<file path="config.mk">
export PLATFORM = sky130hd
export DESIGN_NAME = sme_pe_scheduler
export DESIGN_NICKNAME = d
export VERILOG_FILES = /design/src/rtl/sme_pkg.sv /design/src/rtl/sme_result_merge.sv /design/src/rtl/sme_pe_scheduler.sv
export SDC_FILE = /design/constraint.sdc
export NUM_CORES = 1
export LEC_CHECK = 0
export CAP_MARGIN = 30
export CORE_ASPECT_RATIO = 0.7
export CORE_MARGIN = 5
export CORE_UTILIZATION = 53
export DETAILED_ROUTE_END_ITERATION = 10
export GPL_ROUTABILITY_DRIVEN = 1
export PLACE_DENSITY = 0.81
export SLEW_MARGIN = 20
export SYNTH_ARGS = -nofsm -noshare
export SYNTH_HDL_FRONTEND = slang
export SYNTH_SLANG_ARGS = --single-unit
</file>
<file path="constraint.sdc">
create_clock -name clk -period 3.6 [get_ports clk]
set_input_delay 0.36 -clock clk [delete_from_list [all_inputs] [get_ports clk]]
set_output_delay 0.36 -clock clk [all_outputs]
set_load 0.02 [all_outputs]
</file>
<file path="src/rtl/sme_pkg.sv">
// Shared types and constants for the string-match engine.
// Imported by the scheduler and its result merge.
package sme_pkg;

  localparam int SME_IDX_W   = 6;
  localparam int MAX_STR_LEN = 32;

  typedef enum logic [1:0] {
    S_IDLE,
    S_DISPATCH,
    S_WAIT,
    S_REPORT
  } sched_state_t;

endpackage

</file>
<file path="src/rtl/sme_result_merge.sv">
// Lowest-numbered-hit priority select over per-PE results.
// Segments are ordered, so the lowest hit PE holds the earliest match.
module sme_result_merge
  import sme_pkg::*;
#(
  parameter int NUM_PE = 4,
  parameter int IDX_W  = SME_IDX_W
) (
  input  logic [NUM_PE-1:0]       hit,
  input  logic [NUM_PE*IDX_W-1:0] idx,
  output logic                    any,
  output logic [IDX_W-1:0]        sel
);

  always_comb begin
    any = |hit;
    sel = '0;
    for (int k = NUM_PE - 1; k >= 0; k--) begin
      if (hit[k]) begin
        sel = idx[k*IDX_W +: IDX_W];
      end
    end
  end

endmodule

</file>
<file path="src/rtl/sme_pe_scheduler.sv">
// Round-based scheduler that splits candidate start positions
// across the pe_slave array and merges their results.
module sme_pe_scheduler
  import sme_pkg::*;
#(
  parameter int NUM_PE = 4,
  parameter int SEG    = 8,
  parameter int IDX_W  = SME_IDX_W
) (
  input  logic                    clk,
  input  logic                    reset,
  input  logic                    input_valid,
  input  logic [IDX_W-1:0]        str_last_idx,
  output logic [NUM_PE-1:0]       pe_start,
  output logic [NUM_PE*IDX_W-1:0] pe_start_idx,
  output logic [NUM_PE*IDX_W-1:0] pe_end_idx,
  input  logic [NUM_PE-1:0]       pe_out_valid,
  input  logic [NUM_PE-1:0]       pe_match,
  input  logic [NUM_PE*IDX_W-1:0] pe_match_idx,
  output logic                    busy,
  output logic                    valid,
  output logic                    match,
  output logic [4:0]              match_index
);

  // One extra bit so segment bounds never wrap past last.
  localparam int W = IDX_W + 1;
  localparam logic [W-1:0] STEP   = W'(NUM_PE * SEG);
  localparam logic [W-1:0] SEG_M1 = W'(SEG - 1);

  sched_state_t state;
  sched_state_t state_nx;

  logic [W-1:0]            base;
  logic [W-1:0]            last;
  logic [NUM_PE-1:0]       done;
  logic [NUM_PE-1:0]       hit;
  logic [NUM_PE*IDX_W-1:0] hit_idx;

  logic                    accept;
  logic                    in_wait;
  logic                    all_done;
  logic                    any_hit_nx;
  logic                    more;
  logic                    adv;
  logic [NUM_PE-1:0]       take;
  logic [NUM_PE-1:0]       done_nx;
  logic [NUM_PE-1:0]       hit_nx;
  logic [NUM_PE-1:0]       go;
  logic [NUM_PE*IDX_W-1:0] s_flat;
  logic [NUM_PE*IDX_W-1:0] e_flat;
  logic                    merge_any;
  logic [IDX_W-1:0]        merge_idx;

  assign accept     = input_valid & ~busy
                    & (state == S_IDLE);
  assign in_wait    = (state == S_WAIT);
  assign take       = pe_out_valid & ~done
                    & {NUM_PE{in_wait}};
  assign done_nx    = done | take;
  assign hit_nx     = hit | (take & pe_match);
  assign all_done   = &done_nx;
  assign any_hit_nx = |hit_nx;
  assign more       = (base + STEP) <= last;
  assign adv        = in_wait & all_done
                    & ~any_hit_nx & more;

  always_comb begin : seg_calc
    logic [W-1:0] s;
    logic [W-1:0] e;
    s      = '0;
    e      = '0;
    go     = '0;
    s_flat = '0;
    e_flat = '0;
    for (int k = 0; k < NUM_PE; k++) begin
      s = base + W'(k * SEG);
      e = s + SEG_M1;
      if (e > last) begin
        e = last;
      end
      go[k] = (s <= last);
      if (go[k]) begin
        s_flat[k*IDX_W +: IDX_W] = s[IDX_W-1:0];
        e_flat[k*IDX_W +: IDX_W] = e[IDX_W-1:0];
      end
    end
  end

  always_comb begin
    state_nx = state;
    unique case (state)
      S_IDLE: begin
        if (accept) begin
          state_nx = S_DISPATCH;
        end
      end
      S_DISPATCH: begin
        state_nx = S_WAIT;
      end
      S_WAIT: begin
        if (all_done) begin
          state_nx = adv ? S_DISPATCH
                         : S_REPORT;
        end
      end
      S_REPORT: begin
        state_nx = S_IDLE;
      end
      default: begin
        state_nx = S_IDLE;
      end
    endcase
  end

  sme_result_merge #(
    .NUM_PE (NUM_PE),
    .IDX_W  (IDX_W)
  ) u_merge (
    .hit (hit),
    .idx (hit_idx),
    .any (merge_any),
    .sel (merge_idx)
  );

  always_ff @(posedge clk or negedge reset) begin
    if (!reset) begin
      state        <= S_IDLE;
      base         <= '0;
      last         <= '0;
      done         <= '0;
      hit          <= '0;
      pe_start     <= '0;
      pe_start_idx <= '0;
      pe_end_idx   <= '0;
      busy         <= 1'b0;
      valid        <= 1'b0;
      match        <= 1'b0;
      match_index  <= '0;
    end else begin
      state       <= state_nx;
      pe_start    <= '0;
      valid       <= 1'b0;
      match       <= 1'b0;
      match_index <= '0;
      if (valid) begin
        busy <= 1'b0;
      end
      if (accept) begin
        last <= {1'b0, str_last_idx};
        base <= '0;
        done <= '0;
        hit  <= '0;
        busy <= 1'b1;
      end
      if (state == S_DISPATCH) begin
        pe_start     <= go;
        pe_start_idx <= s_flat;
        pe_end_idx   <= e_flat;
        // Idle PEs count as already answered.
        done         <= ~go;
        hit          <= '0;
      end
      if (in_wait) begin
        done <= done_nx;
        hit  <= hit_nx;
        if (adv) begin
          base <= base + STEP;
          done <= '0;
          hit  <= '0;
        end
      end
      if (state == S_REPORT) begin
        valid       <= 1'b1;
        match       <= merge_any;
        match_index <= 5'(merge_idx);
      end
    end
  end

  always_ff @(posedge clk or negedge reset) begin
    if (!reset) begin
      hit_idx <= '0;
    end else begin
      for (int k = 0; k < NUM_PE; k++) begin
        if (take[k]) begin
          hit_idx[k*IDX_W +: IDX_W] <=
            pe_match_idx[k*IDX_W +: IDX_W];
        end
      end
    end
  end

endmodule

</file>
# Word-level counts from Yosys, hierarchy flattened
# Index checks and enable logic that the tools add are counted.
# totals
reg_bits	103
inputBits	41
output_inout_bits	60
elab_cells	95
# op_classes
n_addsub	8
n_lt_le_gt_ge	9
n_eq_ne	5
mux	36
bitwise	14
reduce_logical	7
# ops
op	n
$mux 6	12
$le 7x6->1	5
$mux 4	8
$add 7x3->7 const B	4
$gt 7x6->1	4
$mux 5	5
$mux 7	3
$add 7x5->7 const B	2
$and 4x4->4	3
$not 4->4	2
$or 4x4->4	2
$pmux 2 s4	1
$reduce_or 4->1	2
$add 7x4->7 const B	1
$add 7x6->7 const B	1
$mux 2	3
$and 1x1->1	5
$eq 2x2->1 const B	2
$mux 1	4
$reduce_and 4->1	1
$reduce_bool 3->1	1
$eq 2x1->1 const B	1
$logic_not 2->1	1
$ne 2x1->1 const B	1
4 further kinds	5

# Logic depth before layout (Yosys ltp)
# depth
word_depth	12
ltp_mapped	12
depth_no_buf	12

# Hierarchy
# From an unflattened synthesis, not the netlist that was laid out.
# hier_totals
hier_cells	530
area_unflattened_um2	5624.1
# modules_own_cells
module	instances	cells_per_inst	area_each_um2
sme_pe_scheduler	1	502	5445.2
sme_result_merge	1	28	178.9

# Worst setup path before layout
# Ideal clock, no wire load.
# synth_path
path_kind	register to register
from	register base[3]
to	register pe_end_idx[18]
setup_ns	0.130
arrival_time_ns	2.978
t_required_ns	3.470
path_slack_ns	0.492
path_stages_with_launch	13
synth_period_minus_slack_ns	3.108
path_cell_list	dfrtp_1 > clkbuf_1 > inv_1 > ha_1 > inv_1 > xnor2_1 > inv_1 > ha_1 > a21o_1 > a221o_1 > a21oi_2 > mux2i_1 > o21ai_0
# synth_between
elab_chain_len	5
# synth_rtl
element	line_no	text
start, declared	sme_pe_scheduler.sv:34	logic [W-1:0] base;
start signal, assigned	sme_pe_scheduler.sv:168	base <= base + STEP;
$add 7x5->7 (*)	sme_pe_scheduler.sv:77	s = base + W'(k * SEG);
$add 7x3->7	sme_pe_scheduler.sv:78	e = s + SEG_M1;
$gt 7x6->1	sme_pe_scheduler.sv:79	if (e > last) begin
$mux 6	sme_pe_scheduler.sv:79	
$mux 6 (*)	sme_pe_scheduler.sv:83	if (go[k]) begin
end signal, assigned	sme_pe_scheduler.sv:159	pe_end_idx <= e_flat;
end, declared	sme_pe_scheduler.sv:16	output logic [NUM_PE*IDX_W-1:0] pe_end_idx,
# Every way passes the cells marked *; elsewhere a longest branch is shown, timed or not.
# A chain may end at the register's enable or synchronous reset.

# Worst setup path in the final report
# layout_path
from	register base[4]
to	register pe_end_idx[22]
# Same word-level chain as after synthesis.

==> metrics.cfg <==
[floorplan]
fp.coreArea_sq_um = 9800
floorplan.die.width_um = 130
start_util_pct = 54.7
die_area_sq_um = 12300
num_rows = 30
die_height_um = 94.2
io-pin-count = 101

[timing]
grt_setup_unrepaired = false
timing_worst_slew_pin_value_ns = 0.910
timing.slew.headroom_pct = 39.3
final_min_period_over_clock_period_pct = 91.5
report.final.setup_viol = 0
fin_skew_ns = 0.0102
hold_viol = 0
setup_total_negative_slack_ns = 0
achievable-frequency_ghz = 0.304
slew_viol_final = 0
final_period_minus_worst_setup_slack_ns = 3.29

[synth]
asyncSetResetFlopFracSynth_pct = 100
yosysSeqAreaShare_pct = 48.1
synth_area_sq_um = 5360
netlist-cell-type-count = 55
yosysWarningCount = 0
ys_dominant_reg_cell = sky130_fd_sc_hd__dfrtp_1
syn_avg_cell_area_sq_um = 10.3
synthCells = 523
synth.ff_latch_count = 103
syn_nets = 599
synth-edff-count = 0

[cells_and_area]
multi_input_area_sq_um = 2590
layout-drive-gt1-share_pct = 10.5
final_common_cell = sky130_fd_sc_hd__dfrtp_1
utilization_pct = 69.4
nFillCells = 717
area_growth_syn_to_layout_pct = 26.8
antenna_cells = 0
layout.nets = 698
register_area_sq_um = 2580
mostFrequentLayoutCells = 103 x sky130_fd_sc_hd__dfrtp_1, 95 x sky130_fd_sc_hd__clkdlybuf4s50_1, 78 x sky130_fd_sc_hd__nand2_1, 51 x sky130_fd_sc_hd__o21ai_0, 35 x sky130_fd_sc_hd__ha_1

[clocking]
ctsResizeCount = 0
cts_setup_buffers = 0
insertion_delay_ns = 0.35
cts-root-buf = sky130_fd_sc_hd__clkbuf_16
buffer_levels_on_the_longest_clock_path = 2
clock_tree.htree_level_count = 3
cts_hold_repair.buffers = 0
cts_inserted_buffers = 9
path_clk_slew_ns = 0.07
tritoncts = built
clock-sinks = 103

[critical_path]
timing.critical_path.cells = inv_1, ha_1, xor2_1, inv_1, xnor2_1, ha_1, and3_1, a221o_1, a21oi_2, mux2i_1, o21ai_0
register_to_register_path_depth = 11
critPathKind = reg -> reg
critical_path_required_ns = 3.83
critical_path.max_fanout = 7
timing.critical_path.to_type = flop
worst_ep_arrival_time_ns = 3.53
critPathLaunchType = flop
cpMaxStageDelayCell = sky130_fd_sc_hd__dfrtp_1
crit_family = compound AO/OA/AOI/OAI gates
critical_path.max_stage_delay_ns = 0.47
worst-path-stages = 11
startpoint = base[4]
r2r-start = base[4]
critical_path_buf_inv_count = 2

[routing]
detailedRoute.firstPassIterationCount = 4
initial_drt_markers = 368
detailed_route_vias_per_instance = 5.78
drcViolationCount = 0
postRouteAntennaNets = 0
route.vias.total = 4358
drt-total-wl_um = 14200
post_drt_wl_per_cell_um = 18.9

[power_and_ir_drop]
leakage_nw = 3.11
power.ir.vdd_worst_mv = 0.528
cellPowerDensity_nw_per_um2 = 979

[flow_run]
drv_cap = 0

[status]
status = finished clean

[place]
dpl.hpwl_um = 10800
port-buffer-count = 96
place.gp.congestion = 0.959

[grt]
number_of_antenna_violations_at_the_first_check_in_global_routing = 0
gr-total-overflow = 0
grt_pass1_vias = 4318
grt.total_usage_pct = 24.0
grt_pass1_wl_um = 22600
grt_max_degree = 61

[hold_path]
hold_class = in -> async

flip-flops by register name, indices dropped and copies added, names as in the netlist:
register,flops
match,1
pe_start_idx,24
pe_end_idx,24
state,2
done,4
busy,1
hit_idx,20
match_index,5
valid,1
base,7
pe_start,4
last,6
hit,4
final timing paths:
path / end / slack (ns)
setup / recovery: pe_end_idx[22] / 0.31
hold / removal: pe_end_idx[6] / 0.08
setup reg to reg: pe_end_idx[22] / 0.31
hold reg to reg: busy / 0.47
max in group asynchronous: pe_start_idx[13] / 2.70
min in group clk: busy / 0.47
Yosys cell counts (all sizes together), types with 2 or more instances:
cell	n	area, sq um
a2111o	3	33.8
nor4	3	18.8
o21a	2	15.0
or3	3	23.8
buf	6	37.5
nor3	6	30.0
mux2	20	225
xnor2	11	96.3
a211oi	4	42.5
mux2i	24	240
dfrtp	103	2580
nand4	6	37.5
xor2	7	61.3
nor2	25	93.8
nor4bb	4	40.0
and3	2	12.5
nand3	4	20.0
nand2b	8	57.6
ha	35	438
o21ai	54	278
a31oi	4	43.8
o31ai	13	97.6
nand4b	2	17.5
nand2	78	293
and2	3	18.8
o22ai	2	12.5
o21bai	2	15.0
nor2b	11	68.8
a21oi	17	88.8
a21o	2	22.5
inv	24	90.1
a221oi	5	43.8
clkbuf	19	71.3
through the flow:
step	hold WS, ns	cells	total power [mW]	setup slack [ns]	cell area, sq um
6_report	0.0841	754	6.65	0.306	6800
5_1_grt	0.163	754	7.07	0.0276	6800
4_1_cts	0.108	754	6.63	0.318	6800
3_5_place_dp	0.461	739	5.65	0.320	6500
3_3_place_gp	0.452	739	5.47	0.446	6500
2_1_floorplan	0.0644	523	4.30	0.492	5360
report_power, final:
group	leakage [nW]	switching, mW	internal, mW
clock	0.140	0.441	0.541
sequential	1.34	0.393	1.60
combinational	1.63	2.05	1.62
total	3.11	2.88	3.77
final cells by class:
type | count | share of cell area, %
Clock inverter | 6 | 1.03
Clock buffer | 9 | 3.31
Multi-Input combinational cell | 371 | 38.1
Sequential cell | 103 | 37.9
Inverter | 24 | 1.33
Tap cell | 128 | 2.36
Timing Repair Buffer | 113 | 16.0
layer usage:
layer	global-route usage (%)	share of wire [%]	vias to the layer above
met5	0	0	-
met4	3.63	0.70	0
met3	6.48	8.1	12
met2	35.6	44	174
met1	35.8	47	2138
li1	-	-	2034
kinds of logic (layout without fill, tap and decap cells):
family,Yosys count,count (layout),share of synthesized area (%)
AO/OA/AOI/OAI,116,116,14.4
adder cells (fa/ha/maj),35,35,8.17
flip-flops,103,103,48.1
AND/OR/NAND/NOR,158,158,14.0
buffers and inverters,49,152,3.71
XOR/XNOR,18,18,2.94
multiplexers,44,44,8.68
(Power assumes the default switching activity.)
